--- config.mk ---
export PLATFORM = sky130hd
export DESIGN_NAME = mux_somador
export DESIGN_NICKNAME = d
export VERILOG_FILES = /design/src/rtl/mux_somador.sv
export SDC_FILE = /design/constraint.sdc
export NUM_CORES = 1
export LEC_CHECK = 0
export ABC_AREA = 1
export BUFFER_PORTS_ARGS = -buffer_cell sky130_fd_sc_hd__buf_4
export CAP_MARGIN = 20
export CELL_PAD_IN_SITES_DETAIL_PLACEMENT = 2
export CELL_PAD_IN_SITES_GLOBAL_PLACEMENT = 2
export CORE_AREA = 2 2 44 46
export CTS_CLUSTER_DIAMETER = 40
export CTS_CLUSTER_SIZE = 8
export DETAILED_ROUTE_END_ITERATION = 16
export DIE_AREA = 0 0 46 48
export PLACE_DENSITY_LB_ADDON = 0.1
export REMOVE_ABC_BUFFERS = 1
export SLEW_MARGIN = 0
export SYNTH_ARGS = -nofsm -noshare
export SYNTH_HDL_FRONTEND = slang
export SYNTH_SLANG_ARGS = --single-unit
--- constraint.sdc ---
create_clock -name clk -period 1.9 [get_ports clk]
set_clock_uncertainty 0.15 [all_clocks]
set_input_delay 0.285 -clock clk [delete_from_list [all_inputs] [get_ports clk]]
set_output_delay 0.285 -clock clk [all_outputs]
set_load 0.01 [all_outputs]
--- src/rtl/mux_somador.sv ---
// Registered select-then-add: one of B/C is chosen by sel_mux,
// added to A, and the WIDTH+1 bit sum is registered.
module mux_somador #(
  parameter int WIDTH = 4
) (
  input  logic             clk,
  input  logic             rst_n,
  input  logic [WIDTH-1:0] entradaA,
  input  logic [WIDTH-1:0] entradaB,
  input  logic [WIDTH-1:0] entradaC,
  input  logic             sel_mux,
  output logic [WIDTH:0]   resultado_final
);

  logic [WIDTH-1:0] operand;
  logic [WIDTH:0]   sum_d;
  logic [WIDTH:0]   sum_q;

  always_comb begin
    operand = sel_mux ? entradaC : entradaB;
  end

  // Zero-extend both addends so the MSB carries out.
  always_comb begin
    sum_d = {1'b0, entradaA} + {1'b0, operand};
  end

  always_ff @(posedge clk) begin
    if (!rst_n) begin
      sum_q <= '0;
    end else begin
      sum_q <= sum_d;
    end
  end

  assign resultado_final = sum_q;

endmodule

After elaboration in Yosys (flattened, before gate mapping). Index checks and enable logic that the tools add are counted.

Flip-flop bits (word level): 5. Input bits: 15. Output and inout bits: 5.

$add $sub $neg: 1. Multiplexer cells: 1.

Operators by type and width (count): $add 4x4->5 (1); $mux 4 (1).

Logic depth before layout (Yosys ltp). Gate-level depths: netlist (run 1).

Depth after elaboration: 2. Depth in mapped cells: 10.

Worst setup path after synthesis (run 1). No wires, ideal clock.

Path type: in2reg. From: input port sel_mux. To: register sum_q[4] (netlist: resultado_final[4]). Setup time: 0.114 ns. Data arrival time: 1.291 ns. Setup slack: 0.345 ns. Stages on the path: 9. Path through: mux2_2 -> ha_1 -> inv_1 -> fa_1 -> inv_1 -> nand2_1 -> nand2_1 -> a21oi_1 -> nor2_1.

Cells in the longest elaborated chain, start to end: 2.

Ends and longest elaborated chain: start, declared (RTL line 11) `input logic sel_mux,`; $mux 4 (RTL line 20) `operand = sel_mux ? entradaC : entradaB;`; $add 4x4->5 (RTL line 25) `sum_d = {1'b0, entradaA} + {1'b0, operand};`; end signal, assigned (RTL line 32) `sum_q <= sum_d;`; end, declared (RTL line 17) `logic [WIDTH:0] sum_q;`.

No other way between the ends. A chain may end at the register's enable or synchronous reset.

Worst setup path after layout (run 1). Ends and elaborated chain as after synthesis.

==> impl_results.md, run 1 <==
* Outcome: finished clean
* #FFs+latches synth at 5
* Worst hold slack at 117 ps
* Worst path bufs/invs at 3
* TritonCTS Buffers at 3
* Initial DRC Count at 1
* FMAX at 629 MHz
* Die height at 48 um
* Gr usage total at 8.70%
* Area Growth Syn to Fin at 63.5%
* MaxCap Viol Count at 0
* Vias per cell at 4.26
* Delay of the slowest cell on the worst path at 330 ps
* Share of layout cells above drive strength 1 at 40.6%
* Hold Crit Class: primary input to flop
* Residual DRC at 0
* Crit share post-route at 83.6%
* CORE AREA at 1690 um^2
* PD cells at 681 nW/um^2
* Count of port buffers added during placement at 19
* P_leak at 0.291 nW
* Yosys cell types at 10
* Drt wl/cell at 9.81 um
* WL final at 795 um
* Commonest cells after routing, fill and taps aside: buf_4 (20), inv_1 (9), nand2_1 (9)
* First-pass GRT wire length at 1320 um
* CTS max path bufs at 2
* CP max stage cell: mux2_2
* Post-DRT Antenna Nets at 0
* Antenna violations before repair at 0
* Post-synth top area cell: dfxtp_1
* Vias in the first global route at 337
* Max FFs per register at 5
* Final setup fails at 0
* Clk root buf: clkbuf_4
* Final Hold Viols at 0
* Dominant cells by area after synthesis: dfxtp_1 (32%), ha_1 (16%), inv_1 (11%), nand2_1 (11%), mux2_2 (11%)
* Vias at 345
* Post-DP Area at 483 um^2
* Slew Limit Fails at 0
* Unrepaired setup endpoints after global routing: no
* Largest net degree at the start of global routing at 6
* Die Area at 2210 um^2
* Clock transition at path regs at 40 ps
* Multi-input gate area at 178 um^2
* Placer Congestion at 0.722
* Storage cell area at 100 um^2
* ANT cells at 0
* CTS sink cnt at 5
* Cts hold-fix bufs at 0
* Largest fanout on the critical path at 5
* Post-cts gate resize count at 0
* Initial core utilization at 18.4%
* VDD IR max at 343 uV
* Most common cell after layout, fill and taps aside: buf_4
* Cell area after synthesis at 312 um^2
* Final non-filler cell area at 509 um^2
* WS Path Type: primary input to flop
* Post-synth top area share at 32.1%
* Avg Inst Size Synth at 7.79 um^2
* GR Overflow Total at 0
* Std-Cell Rows at 15
* Req. time, crit path at 1880 ps
* H-tree Lvls at 1
* Crit end category: flop
* Delay-heaviest family, CP: adder cells
* HPWL Detailed at 748 um
* Max_slew headroom at 83.8%
* Final TNS setup at 0 ps
* Synth Warn # at 0
* Mapped Cells at 40
* CP cell instances: buf_4 > mux2_2 > ha_1 > inv_1 > fa_1 > inv_1 > nand2_1 > nand2_1 > a21oi_1 > nor2_1
* Layout fillers at 210
* Ports at 20
* Drt pass-1 iters at 4
* Fin crit period at 1590 ps
* Arrival time at the worst endpoint at 1570 ps
* Die width at 46 um
* Worst setup SP type: primary input
* Setup Buffers After CTS at 0
* Part of the Yosys area used for sequential elements at 32.1%
* Pin slew with the least headroom to its limit at 240 ps
* Nets at 85
* CTS tree: done
==> worst paths after layout <==
path	startpoint	end	slack [ps]	depth (start not counted)
min	rst_n	resultado_final[0]$_SDFF_PN0_	120	3
max	sel_mux	resultado_final[4]$_SDFF_PN0_	310	10
==> report_power, final <==
part / switching, mW / internal, mW / leakage (nW)
Combinational: 0.0464 / 0.0578 / 0.234
Clock: 0.0426 / 0.0793 / 0.0150
Sequential: 0.00289 / 0.118 / 0.0417
Total: 0.0919 / 0.255 / 0.291
==> Yosys cell counts <==
| cell | count |
|---|---|
| a21oi_1 | 3 |
| ha_1 | 4 |
| nor2_1 | 4 |
| mux2_2 | 3 |
| nand3_1 | 1 |
| nand2_1 | 9 |
| o21ai_0 | 1 |
| dfxtp_1 | 5 |
| fa_1 | 1 |
| inv_1 | 9 |
==> tightest hold or removal path: cells and delay by family <==
family        cells  cell delay, ps
buf+inv           2             140
simple gates      1              50
==> cell type report <==
cell class / instances / share of cell area, %
multi-input combinational: 26 / 34.9
timing repair buffer: 20 / 29.5
sequential: 5 / 19.7
inverter: 9 / 6.63
clock buffer: 4 / 5.16
tap: 17 / 4.18
==> routing by layer <==
layer | wire length [um] | up-vias | global-route usage [%]
met5 | 0 | - | 0
li1 | - | 172 | -
met1 | 348 | 160 | 9.82
met2 | 406 | 11 | 13.9
met4 | 6 | 0 | 3.43
met3 | 34 | 2 | 4.53
==> kinds of logic (layout without fill, tap and decap cells) <==
| logic type | after synthesis | in the layout | share of synthesized area [%] |
|---|---|---|---|
| fa+ha+maj | 5 | 5 | 22.5 |
| simple gates | 14 | 14 | 17.3 |
| buf+inv | 9 | 33 | 10.8 |
| compound gates | 4 | 4 | 6.42 |
| mux | 3 | 3 | 10.8 |
| flops | 5 | 5 | 32.1 |
==> metrics by stage <==
step                worst slack (ps)  std cells  utilization, %  power [mW]
floorplan                        345         40               -       0.173
global placement                 126         77            28.6       0.229
detailed placement              26.9         77            28.6       0.231
CTS                              282         81            30.1       0.358
global route                     202         81            30.1       0.377
finish                           311         81            30.1       0.347
Power figures use the tool's default switching activity.
==> run 2: changes to the inputs <==
clock period = 1.5 ns   (was 1.9 ns; I/O delays follow)
==> impl_results.md, run 2 (synthesis gave the netlist of run 1 again) <==
* Placer Congestion at 0.700
* Delay-heaviest family, CP: multiplexers
* Most common cell after layout, fill and taps aside: buf_4
* CORE AREA at 1690 um^2
* First-pass GRT wire length at 1220 um
* Max_slew headroom at 91.5%
* Ports at 20
* WL final at 819 um
* Final TNS setup at 0 ps
* Max FFs per register at 5
* Layer with the highest usage: met2
* PD cells at 826 nW/um^2
* Design Power at 460 uW
* Clock transition at path regs at 40 ps
* CTS tree: done
* Non-Filler Instances at 84
* Outcome: finished clean
* Count of port buffers added during placement at 19
* Global-route met1 utilization at 9.60%
* Met2 Use GR at 12.5%
* TritonCTS Buffers at 3
* Initial DRC Count at 0
* Slew Limit Fails at 0
* Final WS setup at 39.1 ps
* Worst path bufs/invs at 3
* Vias in the first global route at 308
* CP max stage cell: mux2_2
* Share of layout cells above drive strength 1 at 50.7%
* Largest net degree at the start of global routing at 5
* Residual DRC at 0
* Nets at 88
* WS Path Type: primary input to flop
* Crit path top cell by count: buf_4
* Drt pass-1 iters at 1
* MaxCap Viol Count at 0
* Worst hold slack at 49.6 ps
* GR Util met3 at 4.53%
* Post-DP Area at 498 um^2
* Hold Crit Class: primary input to flop
* Die height at 48 um
* VDD IR max at 331 uV
* Pin slew with the least headroom to its limit at 128 ps
* Commonest cells after routing, fill and taps aside: buf_4 (23), inv_1 (8), nand2_1 (8)
* Area Growth Syn to Fin at 78.7%
* Initial core utilization at 18.4%
* P_leak at 0.309 nW
* CTS max path bufs at 2
* Vias per cell at 4.14
* Crit share post-route at 97.4%
* Req. time, crit path at 1480 ps
* HPWL Detailed at 724 um
* Gr usage total at 8.23%
* H-tree Lvls at 1
* CP cell instances: buf_4 > buf_4 > mux2_2 > ha_1 > inv_1 > nand2_1 > a21oi_1 > nor2_1
* Delay of the slowest cell on the worst path at 330 ps
* ANT cells at 0
* Worst setup SP type: primary input
* FMAX at 684 MHz
* Util after Layout at 33.0%
* Antenna violations before repair at 0
* Crit end category: flop
* Final non-filler cell area at 557 um^2
* CTS sink cnt at 5
* Clk root buf: clkbuf_4
* GR Overflow Total at 0
* Largest fanout on the critical path at 4
* Post-DRT Antenna Nets at 0
* Worst slack, placed at -246 ps
* Dpl cells at 79
* Fin crit period at 1460 ps
* Die Area at 2210 um^2
* Vias at 348
* Final Hold Viols at 0
* Drt wl/cell at 9.75 um
* Final setup fails at 0
* Arrival time at the worst endpoint at 1440 ps
* Die width at 46 um
* Cts hold-fix bufs at 0
* Std-Cell Rows at 15
-- run 2: changes by cell type in the layout (fill, tap and decap cells not counted), sizes merged --
cell and change:
buf +3
-- run 2: power by group --
group	internal (mW)	leakage (nW)	switching [mW]	total (mW)
Combinational	0.0889	0.253	0.0662	0.155
Clock	0.100	0.0150	0.0521	0.152
Sequential	0.149	0.0417	0.00360	0.152
Total	0.338	0.309	0.122	0.460
-- run 2: what timing repair did --
action                                  in CTS  in global routing
endpoints found under the setup margin       0                  3
setup buffers                                0                  1
gates resized for setup                      0                  8
-- run 2: layer usage --
| layer | vias up | wire (um) |
|---|---|---|
| met4 | 0 | 0 |
| met3 | 0 | 45 |
| met2 | 11 | 402 |
| met5 | - | 0 |
| met1 | 160 | 371 |
| li1 | 177 | - |
-- run 2: final timing paths --
check / start / end / slack (ps) / cells past startpoint
max: sel_mux / resultado_final[3]$_SDFF_PN0_ / 40 / 8
min: rst_n / resultado_final[0]$_SDFF_PN0_ / 50 / 3
-- run 2: cell type report --
class / count / area, um^2
Clock buffer: 4 / 26.3
Fill cell: 209 / 1130
Inverter: 9 / 33.8
Multi-Input combinational cell: 26 / 203
Sequential cell: 5 / 100
Tap cell: 17 / 21.3
Timing Repair Buffer: 23 / 173
==> run 3: changes to the inputs <==
PLACE_DENSITY = 0.71   (was not set)
PLACE_DENSITY_LB_ADDON = not set   (was 0.1)
==> impl_results.md, run 3 (synthesis gave the netlist of run 1 again) <==
* First-pass GRT wire length at 1470 um
* CORE AREA at 1690 um^2
* Residual DRC at 0
* Outcome: finished clean
* GR Overflow Total at 0
* Crit end category: flop
* Final non-filler cell area at 566 um^2
* TritonCTS Buffers at 3
* MaxCap Viol Count at 0
* Worst slack, placed at -240 ps
* CP max stage cell: mux2_4
* Routed wl met3 at 62 um
* Largest fanout on the critical path at 4
* FMAX at 707 MHz
* HPWL Detailed at 768 um
* WS Path Type: primary input to flop
* Area Growth Syn to Fin at 81.5%
* Die Area at 2210 um^2
* Sw power at 127 uW
* Std-Cell Rows at 15
* Ports at 20
* DR WL met2 at 476 um
* Nets at 87
* Util after Layout at 33.5%
* Clock transition at path regs at 40 ps
* Vias at 346
* Final setup fails at 0
* Worst setup SP type: primary input
* Comb power frac at 34.1%
* CTS sink cnt at 5
* Post-DRT Antenna Nets at 0
* Die height at 48 um
* Delay of the slowest cell on the worst path at 300 ps
* Unrepaired setup endpoints after global routing: no
* Hold Crit Depth at 3
* Post-Route M1 WL at 323 um
* Pin slew with the least headroom to its limit at 260 ps
* PD cells at 824 nW/um^2
* Drt wl/cell at 10.4 um
* WL final at 862 um
* Vias in the first global route at 367
* H-tree Lvls at 1
* Share of layout cells above drive strength 1 at 53.0%
* Max_slew headroom at 82.6%
* CP cell instances: buf_4 > mux2_4 > ha_4 > inv_2 > fa_2 > inv_1 > nand2_2 > nand2_1 > a21oi_2 > nor2_1
* P_leak at 0.305 nW
* Antenna violations before repair at 0
* Post-DP Area at 498 um^2
* Number of stages on the worst setup path at 10
* Die width at 46 um
* Max FFs per register at 5
* Crit share post-route at 94.2%
* Top sig layer: met3
* Drt pass-1 iters at 1
* Delay-heaviest family, CP: adder cells
* CTS max path bufs at 2
* Switch share at 27.4%
* Hold Crit Class: primary input to flop
* Commonest cells after routing, fill and taps aside: buf_4 (22), inv_1 (8), nand2_1 (8)
* Internal at 339 uW
* CTS tree: done
* Clk root buf: clkbuf_4
* ANT cells at 0
* Initial core utilization at 18.4%
* Vias per cell at 4.17
* Count of port buffers added during placement at 19
* Gr usage total at 9.46%
* Setup Buffers After CTS at 0
* Placer Congestion at 0.619
* Largest net degree at the start of global routing at 5
* Flop pwr share at 32.8%
* Clock network fraction of total power at 33.1%
* Design Power at 466 uW
* Slew Limit Fails at 0
* VDD IR max at 348 uV
* Req. time, crit path at 1490 ps
* Fin crit period at 1410 ps
* Final WS setup at 86.4 ps
* Final Hold Viols at 0
* Worst path bufs/invs at 3
* Arrival time at the worst endpoint at 1400 ps
* Cts hold-fix bufs at 0
* Most common cell after layout, fill and taps aside: buf_4
* Initial DRC Count at 0
run 3: worst paths after layout:
check,startpoint,end,slack [ps]
worst min-delay path,rst_n,resultado_final[0]$_SDFF_PN0_,60
worst max-delay path,sel_mux,resultado_final[4]$_SDFF_PN0_,90
run 3: through the flow:
| step | std cells | TNS (ps) | hold WS (ps) |
|---|---|---|---|
| finish | 83 | 0 | 55.3 |
| global route | 83 | 0 | 68.0 |
| CTS | 83 | 0 | 50.1 |
| detailed placement | 79 | -798 | 308 |
| global placement | 79 | -646 | 296 |
| floorplan | 40 | 0 | 168 |
run 3: layer usage:
layer / global-route usage (%) / up-vias
met5: 0 / -
met4: 0 / 0
met3: 5.66 / 0
met2: 16.7 / 11
met1: 10.5 / 161
li1: - / 174
run 3: layout make-up:
type	count	area, um^2
Fill cell	211	1120
Multi-Input combinational cell	26	219
Timing Repair Buffer	22	165
Sequential cell	5	100
Inverter	9	33.8
Clock buffer	4	26.3
Tap cell	17	21.3
run 3: power groups by stage:
stage	Clock, mW	Sequential (mW)	Combinational, mW
2_1_floorplan	0	0.163	0.0558
6_report	0.154	0.153	0.159
3_3_place_gp	0	0.155	0.138
5_1_grt	0.180	0.154	0.183
3_5_place_dp	0	0.156	0.142
4_1_cts	0.163	0.153	0.142
run 3: what timing repair did:
item | CTS | global route
setup endpoints to repair | 0 | 3
gates resized for setup | 0 | 10
hold endpoints to repair | 0 | 0
